--- src/rtl/mem_stage_ctrl_if.sv ---
// rtl/mem_stage_ctrl_if.sv - memory-stage pipeline, data-memory and writeback signal bundle
// master is the controller's view; slave is the view of the pipeline/memory around it.
interface mem_stage_ctrl_if #(
   parameter int DW = 16,
   parameter int AW = 16,
   parameter int RW = 3
);
   logic          regwrM;
   logic [1:0]    memregM;
   logic          memwrM;
   logic [DW-1:0] aluoutM;
   logic [DW-1:0] writedataM;
   logic [DW-1:0] pcplusM;
   logic [RW-1:0] wregM;

   logic          mem_req;
   logic          mem_we;
   logic [AW-1:0] mem_addr;
   logic [DW-1:0] mem_wdata;
   logic          mem_ack;
   logic [DW-1:0] mem_rdata;

   logic          stallM;
   logic          regwrW;
   logic [1:0]    memregW;
   logic [DW-1:0] resultW;
   logic [RW-1:0] wregW;
   logic          memerr;

   modport master (
      input  regwrM, memregM, memwrM, aluoutM, writedataM, pcplusM, wregM,
      input  mem_ack, mem_rdata,
      output mem_req, mem_we, mem_addr, mem_wdata,
      output stallM, regwrW, memregW, resultW, wregW, memerr
   );

   modport slave (
      output regwrM, memregM, memwrM, aluoutM, writedataM, pcplusM, wregM,
      output mem_ack, mem_rdata,
      input  mem_req, mem_we, mem_addr, mem_wdata,
      input  stallM, regwrW, memregW, resultW, wregW, memerr
   );
endinterface

--- src/rtl/mem_stage_ctrl.sv ---
// rtl/mem_stage_ctrl.sv - memory-stage controller with req/ack data-memory handshake and M->W register
// Stalls upstream while an access is outstanding; a missing ack aborts after TIMEOUT WAIT cycles.
module mem_stage_ctrl #(
   parameter int DW      = 16,
   parameter int AW      = 16,
   parameter int RW      = 3,
   parameter int TIMEOUT = 15
) (
   input  logic           CLK,
   input  logic           RSTn,
   mem_stage_ctrl_if.master bus
);
   localparam int CW = $clog2(TIMEOUT + 1);

   typedef enum logic [1:0] {
      IDLE = 2'd0,
      WAIT = 2'd1,
      DONE = 2'd2
   } state_e;

   state_e        state_q,     state_d;
   logic [CW-1:0] cnt_q,       cnt_d;
   logic          abort_q,     abort_d;
   logic [DW-1:0] rdata_q,     rdata_d;
   logic          mem_req_q,   mem_req_d;
   logic          mem_we_q,    mem_we_d;
   logic [AW-1:0] mem_addr_q,  mem_addr_d;
   logic [DW-1:0] mem_wdata_q, mem_wdata_d;
   logic          regwrW_q,    regwrW_d;
   logic [1:0]    memregW_q,   memregW_d;
   logic [DW-1:0] resultW_q,   resultW_d;
   logic [RW-1:0] wregW_q,     wregW_d;
   logic          memerr_q,    memerr_d;
   logic          stall;

   logic access;
   logic rw_conflict;
   logic timeout_hit;

   assign access      = bus.memwrM | (bus.memregM == 2'b01);
   assign rw_conflict = bus.memwrM & (bus.memregM == 2'b01);
   // Last permitted WAIT cycle: the counter started at 0 in the first WAIT cycle.
   assign timeout_hit = (cnt_q == CW'(TIMEOUT - 1));

   always_comb begin
      state_d     = state_q;
      cnt_d       = cnt_q;
      abort_d     = abort_q;
      rdata_d     = rdata_q;
      mem_req_d   = mem_req_q;
      mem_we_d    = mem_we_q;
      mem_addr_d  = mem_addr_q;
      mem_wdata_d = mem_wdata_q;
      regwrW_d    = regwrW_q;
      memregW_d   = memregW_q;
      resultW_d   = resultW_q;
      wregW_d     = wregW_q;
      memerr_d    = memerr_q;
      stall       = 1'b0;

      unique case (state_q)
         IDLE: begin
            if (access) begin
               stall       = 1'b1;
               mem_req_d   = 1'b1;
               mem_we_d    = bus.memwrM;
               mem_addr_d  = bus.aluoutM[AW-1:0];
               mem_wdata_d = bus.writedataM;
               cnt_d       = '0;
               abort_d     = 1'b0;
               regwrW_d    = 1'b0;
               state_d     = WAIT;
            end else begin
               regwrW_d  = bus.regwrM;
               memregW_d = bus.memregM;
               wregW_d   = bus.wregM;
               resultW_d = (bus.memregM == 2'b10) ? bus.pcplusM : bus.aluoutM;
            end
         end

         WAIT: begin
            stall = 1'b1;
            cnt_d = cnt_q + CW'(1);
            // An ack on the final WAIT cycle still wins over the timeout.
            if (bus.mem_ack) begin
               rdata_d   = bus.mem_rdata;
               mem_req_d = 1'b0;
               state_d   = DONE;
            end else if (timeout_hit) begin
               mem_req_d = 1'b0;
               memerr_d  = 1'b1;
               abort_d   = 1'b1;
               state_d   = DONE;
            end
         end

         DONE: begin
            regwrW_d  = bus.regwrM & ~abort_q;
            memregW_d = rw_conflict ? 2'b00 : bus.memregM;
            resultW_d = (!mem_we_q && !abort_q) ? rdata_q : bus.aluoutM;
            wregW_d   = bus.wregM;
            state_d   = IDLE;
         end

         default: state_d = IDLE;
      endcase
   end

   always_ff @(posedge CLK or negedge RSTn) begin
      if (!RSTn) begin
         state_q     <= IDLE;
         cnt_q       <= '0;
         abort_q     <= 1'b0;
         rdata_q     <= '0;
         mem_req_q   <= 1'b0;
         mem_we_q    <= 1'b0;
         mem_addr_q  <= '0;
         mem_wdata_q <= '0;
         regwrW_q    <= 1'b0;
         memregW_q   <= 2'b00;
         resultW_q   <= '0;
         wregW_q     <= '0;
         memerr_q    <= 1'b0;
      end else begin
         state_q     <= state_d;
         cnt_q       <= cnt_d;
         abort_q     <= abort_d;
         rdata_q     <= rdata_d;
         mem_req_q   <= mem_req_d;
         mem_we_q    <= mem_we_d;
         mem_addr_q  <= mem_addr_d;
         mem_wdata_q <= mem_wdata_d;
         regwrW_q    <= regwrW_d;
         memregW_q   <= memregW_d;
         resultW_q   <= resultW_d;
         wregW_q     <= wregW_d;
         memerr_q    <= memerr_d;
      end
   end

   assign bus.mem_req   = mem_req_q;
   assign bus.mem_we    = mem_we_q;
   assign bus.mem_addr  = mem_addr_q;
   assign bus.mem_wdata = mem_wdata_q;
   assign bus.stallM    = stall;
   assign bus.regwrW    = regwrW_q;
   assign bus.memregW   = memregW_q;
   assign bus.resultW   = resultW_q;
   assign bus.wregW     = wregW_q;
   assign bus.memerr    = memerr_q;
endmodule

--- src/flat_wrapper.sv ---
// flat-port wrapper written by rule: the top's interface ports become plain ports
module mem_stage_ctrl_flat 
#(
   parameter int DW      = 16,
   parameter int AW      = 16,
   parameter int RW      = 3,
   parameter int TIMEOUT = 15
)
  (CLK, RSTn, bus_regwrM, bus_memregM, bus_memwrM, bus_aluoutM, bus_writedataM, bus_pcplusM, bus_wregM, bus_mem_ack, bus_mem_rdata, bus_mem_req, bus_mem_we, bus_mem_addr, bus_mem_wdata, bus_stallM, bus_regwrW, bus_memregW, bus_resultW, bus_wregW, bus_memerr);
  mem_stage_ctrl_if #(.DW(DW), .AW(AW), .RW(RW)) bus_i ();
  input  logic CLK;
  input  logic RSTn;
  input wire logic [$bits(bus_i.regwrM)-1:0] bus_regwrM;
  input wire logic [$bits(bus_i.memregM)-1:0] bus_memregM;
  input wire logic [$bits(bus_i.memwrM)-1:0] bus_memwrM;
  input wire logic [$bits(bus_i.aluoutM)-1:0] bus_aluoutM;
  input wire logic [$bits(bus_i.writedataM)-1:0] bus_writedataM;
  input wire logic [$bits(bus_i.pcplusM)-1:0] bus_pcplusM;
  input wire logic [$bits(bus_i.wregM)-1:0] bus_wregM;
  input wire logic [$bits(bus_i.mem_ack)-1:0] bus_mem_ack;
  input wire logic [$bits(bus_i.mem_rdata)-1:0] bus_mem_rdata;
  output wire logic [$bits(bus_i.mem_req)-1:0] bus_mem_req;
  output wire logic [$bits(bus_i.mem_we)-1:0] bus_mem_we;
  output wire logic [$bits(bus_i.mem_addr)-1:0] bus_mem_addr;
  output wire logic [$bits(bus_i.mem_wdata)-1:0] bus_mem_wdata;
  output wire logic [$bits(bus_i.stallM)-1:0] bus_stallM;
  output wire logic [$bits(bus_i.regwrW)-1:0] bus_regwrW;
  output wire logic [$bits(bus_i.memregW)-1:0] bus_memregW;
  output wire logic [$bits(bus_i.resultW)-1:0] bus_resultW;
  output wire logic [$bits(bus_i.wregW)-1:0] bus_wregW;
  output wire logic [$bits(bus_i.memerr)-1:0] bus_memerr;
  assign bus_i.regwrM = bus_regwrM;
  assign bus_i.memregM = bus_memregM;
  assign bus_i.memwrM = bus_memwrM;
  assign bus_i.aluoutM = bus_aluoutM;
  assign bus_i.writedataM = bus_writedataM;
  assign bus_i.pcplusM = bus_pcplusM;
  assign bus_i.wregM = bus_wregM;
  assign bus_i.mem_ack = bus_mem_ack;
  assign bus_i.mem_rdata = bus_mem_rdata;
  assign bus_mem_req = bus_i.mem_req;
  assign bus_mem_we = bus_i.mem_we;
  assign bus_mem_addr = bus_i.mem_addr;
  assign bus_mem_wdata = bus_i.mem_wdata;
  assign bus_stallM = bus_i.stallM;
  assign bus_regwrW = bus_i.regwrW;
  assign bus_memregW = bus_i.memregW;
  assign bus_resultW = bus_i.resultW;
  assign bus_wregW = bus_i.wregW;
  assign bus_memerr = bus_i.memerr;
  mem_stage_ctrl #(.DW(DW), .AW(AW), .RW(RW), .TIMEOUT(TIMEOUT)) u_core (.CLK(CLK), .RSTn(RSTn), .bus(bus_i));
endmodule
--- config.mk ---
export PLATFORM = sky130hd
export DESIGN_NAME = mem_stage_ctrl_flat
export DESIGN_NICKNAME = d
export VERILOG_FILES = /design/src/rtl/mem_stage_ctrl_if.sv /design/src/rtl/mem_stage_ctrl.sv /design/src/flat_wrapper.sv
export SDC_FILE = /design/constraint.sdc
export NUM_CORES = 1
export LEC_CHECK = 0
export CAP_MARGIN = 20
export CORE_MARGIN = 2
export CORE_UTILIZATION = 40
export DETAILED_ROUTE_END_ITERATION = 10
export PLACE_DENSITY = 0.69
export SLEW_MARGIN = 15
export SYNTH_ARGS = -nofsm -noshare
export SYNTH_HDL_FRONTEND = slang
export SYNTH_SLANG_ARGS = --single-unit
--- constraint.sdc ---
create_clock -name CLK -period 3.35 [get_ports CLK]
set_input_delay 0.335 -clock CLK [delete_from_list [all_inputs] [get_ports CLK]]
set_output_delay 0.335 -clock CLK [all_outputs]
set_load 0.02 [all_outputs]
After elaboration in Yosys (flattened, before gate mapping)

Cells that the tools add are included.

Reductions and logical operators: 14
Add/subtract/negate cells: 1
Bitwise gates (word level): 5
Shift operators: 0
Multiply operators: 0
Div/mod/pow operators: 0
Magnitude comparators: 0
Muxes and demuxes: 27
Equality and inequality tests: 10

Operator list:

| kind                | count |
|---|---|
| $mux 16             | 3 |
| $pmux 16 s2         | 1 |
| $mux 2              | 5 |
| $reduce_and 2->1    | 5 |
| $mux 1              | 8 |
| $pmux 1 s2          | 4 |
| $pmux 2 s2          | 2 |
| $pmux 4 s2          | 1 |
| $pmux 3 s2          | 1 |
| $reduce_and 3->1    | 2 |
| $add 4x1->4 const B | 1 |
| $eq 2x1->1 const B  | 2 |
| $eq 2x2->1 const B  | 2 |
| $eq 4x4->1 const B  | 1 |
| $mux 4              | 1 |
| $ne 2x1->1 const B  | 2 |
| $ne 2x2->1 const B  | 2 |
| $reduce_and 4->1    | 1 |
| $reduce_bool 2->1   | 2 |
| $mux 3              | 1 |
| $ne 3x2->1 const B  | 1 |
| $and 1x1->1         | 2 |
| $logic_not 1->1     | 2 |
| $logic_not 2->1     | 1 |
| other kinds (3)     | 4 |

Register bits after elaboration: 80
Memories: 0
Output and inout bits: 58
Memory bits (read-only): 0
Bits of input ports: 74
RAM bits: 0
Latch bits: 0

Depth between registers and ports, before layout

Word-level depth: 4
Depth in mapped cells: 7

Worst setup path after synthesis

Ideal clock, no wire load.

Path kind: register to register
Start point: register u_core.mem_we_q (netlist: u_core.bus.mem_we)
End point: register u_core.resultW_q[0] (netlist: u_core.bus.resultW[0])
Stages on the path, launching flop included: 6
Slack: 1.772 ns
Required time: 3.225 ns
Arrival: 1.453 ns
Buffers on the path: 1
Library setup time: 0.125 ns
Cell sequence: dfrtp_1 -> nor2_4 -> buf_4 -> mux2i_1 -> mux2i_1 -> mux2_4

Longest elaborated chain between the ends: 4

Ends and longest elaborated chain:

| what                   | RTL line              | source |
|---|---|---|
| start, declared        | mem_stage_ctrl.sv:26  | `logic mem_we_q, mem_we_d;` |
| start signal, assigned | mem_stage_ctrl.sv:130 | `mem_we_q <= mem_we_d;` |
| $logic_not 1->1        | mem_stage_ctrl.sv:100 | `resultW_d = (!mem_we_q && !abort_q) ? rdata_q : bus.aluoutM;` |
| $logic_and 1x1->1      | mem_stage_ctrl.sv:100 |  |
| $mux 16                | mem_stage_ctrl.sv:100 |  |
| $pmux 16 s2            | mem_stage_ctrl.sv:61  | `unique case (state_q)` |
| end signal, assigned   | mem_stage_ctrl.sv:135 | `resultW_q <= resultW_d;` |
| end, declared          | mem_stage_ctrl.sv:31  | `logic [DW-1:0] resultW_q, resultW_d;` |

No other way between the ends.
A chain may end at the register's enable or synchronous reset.

Worst setup path in the final report

Start point: input port bus_memregM[1]
End point: output port bus_stallM

Longest elaborated chain between the ends: 4

Ends and longest elaborated chain:

| what            | RTL line             | source |
|---|---|---|
| start, declared | flat_wrapper.sv:14   | `input wire logic [$bits(bus_i.memregM)-1:0] bus_memregM;` |
| $eq 2x1->1      | mem_stage_ctrl.sv:40 | `assign access = bus.memwrM \| (bus.memregM == 2'b01);` |
| $or 1x1->1      | mem_stage_ctrl.sv:40 |  |
| $mux 1          | mem_stage_ctrl.sv:63 | `if (access) begin` |
| $pmux 1 s2      | mem_stage_ctrl.sv:61 |  |
| end, declared   | flat_wrapper.sv:26   | `output wire logic [$bits(bus_i.stallM)-1:0] bus_stallM;` |

No other way between the ends.

==> flow_results.xml <==
<?xml version="1.0" encoding="UTF-8"?>
<metrics>
  <group name="timing">
    <metric name="setup-violations-final" unit="">0</metric>
    <metric name="finalHoldWorstSlack" unit="ns">0.402</metric>
    <metric name="final.period_utilization" unit="%">72.2</metric>
    <metric name="timing.setup.tns" unit="ns">0</metric>
    <metric name="finalClockSkew" unit="ns">0.0109</metric>
    <metric name="fmaxAchievable" unit="GHz">0.413</metric>
    <metric name="slew_violations" unit="">0</metric>
    <metric name="least_margin_pin_slew" unit="ns">0.725</metric>
    <metric name="finalCriticalPeriod" unit="ns">2.42</metric>
    <metric name="maxSlewHeadroom" unit="%">51.6</metric>
    <metric name="grt_setup_unrepaired" unit="">false</metric>
    <metric name="finalHoldViolCount" unit="">0</metric>
  </group>
  <group name="power">
    <metric name="power_frac_clock" unit="%">15.1</metric>
    <metric name="pwr-share-comb" unit="%">50.5</metric>
    <metric name="power.switching_fraction" unit="%">34.8</metric>
    <metric name="internal_power" unit="mW">3.29</metric>
    <metric name="static-leakage-power" unit="nW">2.47</metric>
    <metric name="seqPwrFrac" unit="%">34.3</metric>
    <metric name="ratio_of_total_power_to_cell_area" unit="mW/mm^2">927</metric>
    <metric name="peak_supply_drop" unit="uV">433</metric>
    <metric name="power.switching" unit="mW">1.76</metric>
  </group>
  <group name="die">
    <metric name="die_w" unit="um">102</metric>
    <metric name="core-area" unit="mm^2">0.00928</metric>
    <metric name="starting_density_of_the_core" unit="%">41.4</metric>
    <metric name="core.rowCount" unit="">35</metric>
    <metric name="io_pins" unit="">132</metric>
    <metric name="die_y" unit="um">102</metric>
    <metric name="dieArea" unit="mm^2">0.0104</metric>
  </group>
  <group name="cells_and_area">
    <metric name="fin_nets" unit="">470</metric>
    <metric name="fillers" unit="">784</metric>
    <metric name="diodes" unit="">0</metric>
    <metric name="multi_input_comb_area" unit="mm^2">0.00167</metric>
    <metric name="syn_to_final_growth" unit="%">41.7</metric>
    <metric name="area.sequential" unit="mm^2">0.00200</metric>
    <metric name="drive_gt1_share" unit="%">21.8</metric>
    <metric name="post_layout_nonfiller_instances" unit="">528</metric>
  </group>
  <group name="critical_path">
    <metric name="worst-path-buf-inv" unit="">3</metric>
    <metric name="path_class" unit="">in -&gt; out</metric>
    <metric name="critical-path-top-cell-by-count" unit="">clkdlybuf4s50_1</metric>
    <metric name="crit_path_max_fanout" unit="">5</metric>
    <metric name="crit-reg2reg-launch" unit="">u_core.bus.mem_we</metric>
    <metric name="crit_family" unit="">buffers and inverters</metric>
    <metric name="worst_setup_path_end_kind" unit="">output pin</metric>
    <metric name="critical_path.startpoint_type" unit="">input port</metric>
    <metric name="worst_r2r_path_depth" unit="">4</metric>
    <metric name="critical_path_arrival" unit="ns">2.08</metric>
    <metric name="reg2reg_slack" unit="ns">1.58</metric>
    <metric name="worstReg2RegEnd" unit="">u_core.bus.resultW[13]</metric>
    <metric name="endpoint_required_time_on_the_critical_path" unit="ns">3.01</metric>
    <metric name="critical-path-max-stage-delay" unit="ns">0.54</metric>
    <metric name="critical_path.cell_chain" unit="">clkdlybuf4s50_1 -&gt; and2b_4 -&gt; o31ai_1 -&gt; inv_1 -&gt; clkdlybuf4s50_1</metric>
    <metric name="slowest_library_cell_on_the_worst_path" unit="">clkdlybuf4s50_1</metric>
  </group>
  <group name="clocking">
    <metric name="cts_num_sinks" unit="">80</metric>
    <metric name="htreeDepth" unit="">3</metric>
    <metric name="path_clk_slew" unit="ns">0.08</metric>
    <metric name="clock_tree.root_cell" unit="">clkbuf_8</metric>
    <metric name="clkLatencyLatePin" unit="ns">0.35</metric>
    <metric name="cts_post_setup_buffers_inserted" unit="">0</metric>
    <metric name="clock_path_buffers" unit="">2</metric>
    <metric name="numCtsBuffers" unit="">9</metric>
    <metric name="tritoncts" unit="">done</metric>
    <metric name="ctsResizeCount" unit="">0</metric>
  </group>
  <group name="synth">
    <metric name="ys.warnings.count" unit="">0</metric>
    <metric name="synth-seq-area-share" unit="%">52.0</metric>
    <metric name="synth.cell_area" unit="mm^2">0.00385</metric>
    <metric name="synth.net_count" unit="">335</metric>
    <metric name="synth_cell_type_count" unit="">32</metric>
    <metric name="syn_area_per_cell" unit="um^2">14.9</metric>
    <metric name="post_synthesis_register_bit_count" unit="">80</metric>
    <metric name="synth_cells" unit="">259</metric>
  </group>
  <group name="global_routing">
    <metric name="globalRouteOverflowTotal" unit="">0</metric>
    <metric name="number_of_antenna_violations_at_the_first_check_in_global_routing" unit="">0</metric>
    <metric name="largest_net_degree_at_the_start_of_global_routing" unit="">81</metric>
    <metric name="first_global_vias" unit="">2666</metric>
    <metric name="grt_use_total" unit="%">17.2</metric>
    <metric name="grt_first_pass_wirelength" unit="mm">13.6</metric>
  </group>
  <group name="place">
    <metric name="place.gp.congestion" unit="">0.828</metric>
    <metric name="dp_hpwl" unit="mm">6.01</metric>
    <metric name="place.detailed.instances" unit="">510</metric>
    <metric name="numPortBuffers" unit="">131</metric>
  </group>
  <group name="drt">
    <metric name="vias_per_cell" unit="">4.81</metric>
    <metric name="routed_wirelength" unit="mm">8.81</metric>
    <metric name="avgRoutedWirePerCell" unit="um">16.7</metric>
    <metric name="drt_iter0_drc" unit="">43</metric>
    <metric name="drt_pre_antenna_iters" unit="">4</metric>
    <metric name="drtAntennaViolNets" unit="">0</metric>
    <metric name="detailroute.via_count" unit="">2538</metric>
    <metric name="route.detailed.drc" unit="">0</metric>
  </group>
  <group name="outcome">
    <metric name="status" unit="">complete, no violations</metric>
  </group>
  <group name="worst_hold_path">
    <metric name="hp-class" unit="">in -&gt; async</metric>
  </group>
  <group name="job">
    <metric name="cap_violations" unit="">0</metric>
  </group>
</metrics>
-- registers in the layout (all words and copies together) (netlist names) --
name and count:
u_core.state_q 2, u_core.bus.mem_req 1, u_core.bus.mem_wdata 16, u_core.bus.memregW 2, u_core.bus.memerr 1, u_core.bus.regwrW 1, u_core.abort_q 1, u_core.bus.resultW 16
u_core.bus.mem_addr 16, u_core.bus.mem_we 1, u_core.rdata_q 16, u_core.cnt_q 4, u_core.bus.wregW 3
-- Yosys cell counts --
cell | instances | area (um^2)
dfrtp_1 | 80 | 2000
mux2i_1 | 48 | 480
mux2_4 | 34 | 510
mux2_2 | 24 | 270
mux2_1 | 10 | 113
nand2_1 | 7 | 26.3
nor2_1 | 7 | 26.3
buf_6 | 6 | 67.6
inv_1 | 4 | 15.0
o21ai_0 | 4 | 20.0
buf_12 | 3 | 60.1
buf_4 | 3 | 22.5
nand2b_1 | 3 | 18.8
a21oi_1 | 2 | 10.0
ha_1 | 2 | 25.0
nand3_1 | 2 | 10.0
nor2b_4 | 2 | 27.5
o21ai_1 | 2 | 10.0
o21ai_2 | 2 | 17.5
o31ai_1 | 2 | 15.0
a22o_1 | 1 | 8.76
and2b_4 | 1 | 10.0
and3_1 | 1 | 6.26
buf_8 | 1 | 15.0
inv_2 | 1 | 3.75
nand2_2 | 1 | 6.26
nand4_1 | 1 | 6.26
nor2_4 | 1 | 11.3
nor2b_2 | 1 | 8.76
nor3_1 | 1 | 5.00
o21a_1 | 1 | 7.51
o32a_1 | 1 | 10.0
-- worst max path at each step --
stage | depth (start not counted) | slack (ns) | from | to
floorplan | 5 | 1.77 | u_core.bus.mem_we | u_core.bus.resultW[0]
global placement | 5 | 0.97 | bus_memregM[1] | u_core.bus.mem_addr[0]
detailed placement | 5 | 0.91 | bus_memregM[1] | bus_stallM
CTS | 5 | 0.91 | bus_memregM[1] | bus_stallM
global route | 5 | 0.86 | bus_memregM[1] | bus_stallM
finish | 5 | 0.93 | bus_memregM[1] | bus_stallM
-- cells in the final DEF, fill, tap and decap left out, drive strengths merged, types with 3 or more instances in the layout --
master / instances
clkdlybuf4s50: 130
inv: 5
mux2i: 48
o21ai: 8
nand2: 8
dfrtp: 80
nor2: 8
clkbuf: 11
buf: 6
mux2: 68
nand2b: 3
nor2b: 3
-- repair_timing --
action / CTS / global route
hold buffers: 0 / 1
endpoints found under the setup margin: 0 / 0
hold endpoints to repair: 0 / 17
-- layer usage --
layer	global-route usage, %	part of all wire [%]
met3	5.61	6.9
met1	23.5	48
met2	26.7	44
met5	0	0
met4	4.10	0.77
-- per-stage QoR --
stage          util (%)  power, mW  area, um^2  worst slack (ns)
2_1_floorplan         -       3.33        3850              1.77
3_3_place_gp       56.0       4.27        5200             0.966
3_5_place_dp       56.0       4.31        5200             0.912
4_1_cts            58.3       5.11        5410             0.906
5_1_grt            58.7       5.33        5450             0.856
6_report           58.7       5.05        5450             0.931
-- logic make-up after synthesis --
kind of cell             synth area share, %
AND/OR/NAND/NOR                         4.23
adder cells (fa/ha/maj)                0.651
AO/OA/AOI/OAI                           2.57
flip-flops                              52.0
multiplexers                            35.7
buffers and inverters                   4.78
-- power by group through the flow --
stage | logic (mW) | clock network (mW) | registers, mW
CTS | 2.58 | 0.793 | 1.73
global placement | 2.54 | 0 | 1.73
detailed placement | 2.57 | 0 | 1.75
finish | 2.55 | 0.764 | 1.74
global route | 2.72 | 0.826 | 1.79
floorplan | 1.21 | 0 | 2.12
-- cell type report --
| type | count | area share (%) |
|---|---|---|
| timing repair buffer | 137 | 25.5 |
| clock inverter | 5 | 1.49 |
| sequential | 80 | 36.7 |
| multi-input combinational | 161 | 30.6 |
| clock buffer | 11 | 2.41 |
| tap | 129 | 2.96 |
| inverter | 5 | 0.344 |
Note: power is estimated with default switching activity, not from simulation.
